**src/rtl/crack_pkg.sv**
```systemverilog
// Shared types and defaults for the candidate-passcode sequencer.
package crack_pkg;

   localparam int W_DEF       = 16;
   localparam int RES_TMO_DEF = 255;

   typedef enum logic [2:0] {
      IDLE,
      LOAD,
      SEND,
      VERDICT,
      DRAIN,
      FOUND,
      EXHAUST,
      ABORT
   } crack_state_t;

endpackage

```
**src/rtl/crack_tmo_cnt.sv**
```systemverilog
// Loadable down-counter; term flags that the loaded budget is used up.
module crack_tmo_cnt #(
   parameter int CW = 8
) (
   input  logic          clk,
   input  logic          rst,
   input  logic          load,
   input  logic [CW-1:0] load_val,
   input  logic          dec,
   output logic          term
);

   logic [CW-1:0] cnt;

   always_ff @(posedge clk or posedge rst) begin
      if (rst) begin
         cnt <= '0;
      end else if (load) begin
         cnt <= load_val;
      end else if (dec && cnt != '0) begin
         cnt <= cnt - 1'b1;
      end
   end

   assign term = (cnt == '0);

endmodule

```
**src/rtl/crack_ctrl.sv**
```systemverilog
// Steps candidate passcodes through the sender and stops on accept,
// exhaustion of the search space, or a missing guard verdict.
module crack_ctrl
   import crack_pkg::*;
#(
   parameter int           W          = W_DEF,
   parameter logic [W-1:0] START_CODE = '0,
   parameter logic [W-1:0] LAST_CODE  = '1,
   parameter int           RES_TMO    = RES_TMO_DEF
) (
   input  logic         clk,
   input  logic         rst,
   input  logic         start,
   input  logic         rd,
   input  logic         snd_done,
   input  logic         res_v,
   input  logic         res_ok,
   output logic [W-1:0] passcode,
   output logic         En,
   output logic         busy,
   output logic         found,
   output logic [W-1:0] found_code,
   output logic         exhausted,
   output logic         abort,
   output logic [W:0]   tries
);

   localparam int            CW       = $clog2(RES_TMO + 1);
   localparam logic [CW-1:0] TMO_LOAD = CW'(RES_TMO - 1);

   if (START_CODE > LAST_CODE) begin : g_cfg_chk
      $error("crack_ctrl: START_CODE must not exceed LAST_CODE");
   end

   crack_state_t state;
   logic         tmo_load;
   logic         tmo_dec;
   logic         tmo_term;

   // Counter is armed on VERDICT entry and expires after RES_TMO idle cycles
   assign tmo_load = (state == SEND) && snd_done;
   assign tmo_dec  = (state == VERDICT) && !res_v;

   crack_tmo_cnt #(
      .CW(CW)
   ) u_tmo (
      .clk     (clk),
      .rst     (rst),
      .load    (tmo_load),
      .load_val(TMO_LOAD),
      .dec     (tmo_dec),
      .term    (tmo_term)
   );

   always_ff @(posedge clk or posedge rst) begin
      if (rst) begin
         state      <= IDLE;
         passcode   <= '0;
         En         <= 1'b0;
         busy       <= 1'b0;
         found      <= 1'b0;
         found_code <= '0;
         exhausted  <= 1'b0;
         abort      <= 1'b0;
         tries      <= '0;
      end else begin
         unique case (state)
            IDLE, FOUND, EXHAUST, ABORT: begin
               if (start) begin
                  passcode   <= START_CODE;
                  tries      <= '0;
                  found      <= 1'b0;
                  found_code <= '0;
                  exhausted  <= 1'b0;
                  abort      <= 1'b0;
                  busy       <= 1'b1;
                  state      <= LOAD;
               end
            end
            LOAD: begin
               if (rd && !snd_done) begin
                  En    <= 1'b1;
                  state <= SEND;
               end
            end
            SEND: begin
               if (snd_done) begin
                  En    <= 1'b0;
                  state <= VERDICT;
               end
            end
            VERDICT: begin
               if (res_v) begin
                  if (res_ok) begin
                     found      <= 1'b1;
                     found_code <= passcode;
                     busy       <= 1'b0;
                     state      <= FOUND;
                  end else begin
                     tries <= tries + 1'b1;
                     // Checked before incrementing so the space never wraps
                     if (passcode == LAST_CODE) begin
                        exhausted <= 1'b1;
                        busy      <= 1'b0;
                        state     <= EXHAUST;
                     end else begin
                        passcode <= passcode + 1'b1;
                        state    <= DRAIN;
                     end
                  end
               end else if (tmo_term) begin
                  abort <= 1'b1;
                  busy  <= 1'b0;
                  state <= ABORT;
               end
            end
            DRAIN: begin
               if (!snd_done) begin
                  state <= LOAD;
               end
            end
         endcase
      end
   end

endmodule

```
**config.mk**
```make
export PLATFORM = sky130hd
export DESIGN_NAME = crack_ctrl
export DESIGN_NICKNAME = d
export VERILOG_FILES = /design/src/rtl/crack_pkg.sv /design/src/rtl/crack_tmo_cnt.sv /design/src/rtl/crack_ctrl.sv
export SDC_FILE = /design/constraint.sdc
export NUM_CORES = 1
export LEC_CHECK = 0
export CORE_ASPECT_RATIO = 1.2
export CORE_MARGIN = 2
export CORE_UTILIZATION = 35
export CTS_BUF_LIST = sky130_fd_sc_hd__clkbuf_4
export CTS_CLUSTER_DIAMETER = 100
export DETAILED_ROUTE_END_ITERATION = 8
export PLACE_DENSITY_LB_ADDON = 0.1
export RECOVER_POWER = 100
export SLEW_MARGIN = 30
export SYNTH_ARGS = -nofsm -noshare
export SYNTH_HDL_FRONTEND = slang
export SYNTH_HIERARCHICAL = 1
export SYNTH_SLANG_ARGS = --single-unit
```
**constraint.sdc**
```tcl
create_clock -name clk -period 4.2 [get_ports clk]
set_clock_uncertainty 0.05 [all_clocks]
set_input_delay 0.84 -clock clk [delete_from_list [all_inputs] [get_ports clk]]
set_output_delay 0.84 -clock clk [all_outputs]
set_load 0.02 [all_outputs]
```
==> flow_summary_export.csv <==
group,metric,value,unit
status,outcome,"complete, no violations",
cts,root_buffer,"clkbuf_4",
die,io-pin-count,61,
timing,timing.fmax,307,MHz
global_routing,antenna_found_initial,0,
critical_path,path_cells,"dlygate4sd3_1 > o211ai_1 > a21bo_2 > clkbuf_1 > nor2_2 > a22o_1",
critical_path,worstSetupEndpointType,"flop",
finish,diodes,0,
timing,setup_viol,0,
cts,cts_buffers,9,
finish,num-nets-final,410,
power,cellPowerDensity,450,mW/mm^2
route,drtIter0Drc,139,
logic_synthesis,ys_warn_count,6,
finish,utilization,45.6,%
global_routing,grt-ovfl-total,0,
critical_path,arrival,3.51,ns
logic_synthesis,yosysTopAreaCell,"dfrtp_1",
critical_path,cp.required,4.45,ns
finish,drive_gt1_share,5.71,%
timing,finalCritPeriodShare,77.6,%
route,drtAntennaViolNets,0,
critical_path,cp-startpoint,"start",
logic_synthesis,synth_cell_types,54,
cts,clk_pin_slew,0.10,ns
logic_synthesis,synth_edf_count,0,
logic_synthesis,syn_area,0.00332,mm^2
place,placed_area,0.00403,mm^2
power,p_leak,1.89,nW
min_path,hp-class,"reg -> reg",
logic_synthesis,ys_seq_area_share,48.9,%
die,initial_core_util,36.4,%
logic_synthesis,synth.area.top_cells,"dfrtp_1 (49%), nor2_1 (4.5%), a22o_1 (4.5%)",
cts,cts-resized-gates,0,
logic_synthesis,netlist_instances,338,
logic_synthesis,ys_top_cells_by_count,"dfrtp_1 (65), nor2_1 (40), nand2_1 (20)",
timing,hold_ws,0.445,ns
logic_synthesis,avgSynthCellArea,9.84,um^2
cts,postCtsHoldBufs,0,
logic_synthesis,synth.most_common_cell,"dfrtp_1",
global_routing,grtUsageTotal,16.2,%
place,port_buffers,60,
route,num_vias,2784,
timing,worst_pin_slew,1.43,ns
place,place.gp.congestion,0.796,
cts,cts.sinks,65,
timing,rsz0062_at_grt,"false",
critical_path,r2r_setup_slack,1.36,ns
cts,cts_tree,"yes",
timing,min_period,3.26,ns
die,design.core.area,0.00913,mm^2
logic_synthesis,synth_top_cell_area_share,48.9,%
critical_path,cp-start-kind,"primary input",
timing,slew_headroom,4.83,%
die,die_area,0.0103,mm^2
timing,drv_slew,0,
die,rows,38,
finish,design_area,0.00416,mm^2
route,routed_wirelength,7.84,mm
place,hpwl,5.48,mm
timing,finalHoldViolCount,0,
logic_synthesis,synthArstFlopShare,100,%
power,ir_worst_vdd,193,uV
critical_path,slowest_stage,"clkbuf_1",
job,maxCapViolations,0,
logic_synthesis,yosys_register_bits,65,
global_routing,grt_pass1_vias,2699,
cts,htreeDepth,3,
cts,post_cts_buffers,0,
finish,nFillCells,908,
route,avgViaCountPerCell,5.32,
global_routing,grt_pass1_wl,13.3,mm
cts,clockBufferDepth,2,
route,drt_pass1_iterations,4,
cts,clock_latency,0.40,ns
critical_path,slowest_delay,1.04,ns
route,drc,0,
critical_path,rr_startpoint,"state[2]",
critical_path,path_class,"in -> reg",
route,drt-wirelength-per-cell,15.0,um
logic_synthesis,synth-main-ff-cell,"dfrtp_1",
global_routing,grt_max_degree,33,
finish,area_growth,25.3,%
critical_path,critical_path.max_fanout,32,
die,die_h,111,um
min_path,min_from,"found",
die,die_w,93.0,um
timing,finalSetupTns,0,ns
layer usage:
metal  global-route usage [%]  vias to the layer above  share of wire (%)
met5                        0                        -                  0
met4                     6.76                        0                1.4
met3                     2.58                       10                4.1
met2                     25.4                       70                 47
met1                     22.1                     1336                 47
li1                         -                     1368                  -
sequential cells by signal (all words and copies together) (netlist names), 3 cells and up:
name        flops
passcode       16
found_code     16
u_tmo/cnt       8
state           3
tries          17
power by group:
part | total (mW) | switching (mW) | internal [mW] | leakage [nW]
sequential | 0.840 | 0.124 | 0.716 | 0.873
clock | 0.454 | 0.215 | 0.240 | 0.0790
combinational | 0.582 | 0.367 | 0.215 | 0.935
total | 1.88 | 0.705 | 1.17 | 1.89
cells in the final DEF, fill, tap and decap left out, drive strengths merged, types with 4 or more instances in the layout:
cell type / netlist / final
o2111ai: 6 / 6
xnor2: 9 / 9
nor2: 42 / 42
nor2b: 5 / 5
o21ai: 14 / 14
a31oi: 7 / 7
and4: 5 / 5
o31ai: 5 / 5
nand2: 20 / 20
a21oi: 11 / 11
or4: 7 / 7
inv: 9 / 9
clkbuf: 6 / 12
a211oi: 4 / 4
nand3: 11 / 11
a22o: 17 / 17
dfrtp: 65 / 65
nand4: 11 / 11
ha: 4 / 4
dlygate4sd3: 0 / 58
conb: 2 / 8
o211ai: 10 / 10
xor2: 13 / 13
metrics by stage:
stage / setup WS [ns] / instances / total power, mW
after global routing: 0.621 / 523 / 2.02
after global placement: 1.04 / 508 / 1.45
after detailed placement: 0.949 / 508 / 1.46
after CTS: 1.41 / 523 / 1.92
after floorplan: 1.70 / 344 / 1.26
final: 0.941 / 523 / 1.88
path summary, 6_finish.rpt:
check	cells past startpoint	endpoint
max reg2reg	5	found_code[0]
min reg2reg	1	found
min in group asynchronous	2	u_tmo/cnt[0]
max in group asynchronous	3	passcode[11]
min	1	found
max	6	found_code[0]
worst max-delay path, delay by kind of cell:
family	cells	cell delay [ns]
buf+inv	2	1.58
simple gates	1	0.40
compound gates	3	0.68
cell families after synthesis:
logic type | count (synthesis) | share of synthesized area [%]
AO/OA/AOI/OAI | 91 | 19.9
XOR/XNOR | 22 | 5.80
adder cells (fa/ha/maj) | 4 | 1.51
buffers and inverters | 29 | 3.91
flip-flops | 65 | 48.9
other | 2 | 0.226
AND/OR/NAND/NOR | 125 | 19.7
cell type report:
| type | instances | area (um^2) | share of cell area [%] |
|---|---|---|---|
| inverter | 9 | 33.8 | 0.811 |
| tap | 120 | 150 | 3.61 |
| clock buffer | 10 | 75.1 | 1.80 |
| multi-input combinational | 250 | 1580 | 38.0 |
| timing repair buffer | 64 | 623 | 15.0 |
| sequential | 65 | 1630 | 39.1 |
| clock inverter | 5 | 71.3 | 1.71 |
Note: power is estimated with default switching activity, not from simulation.
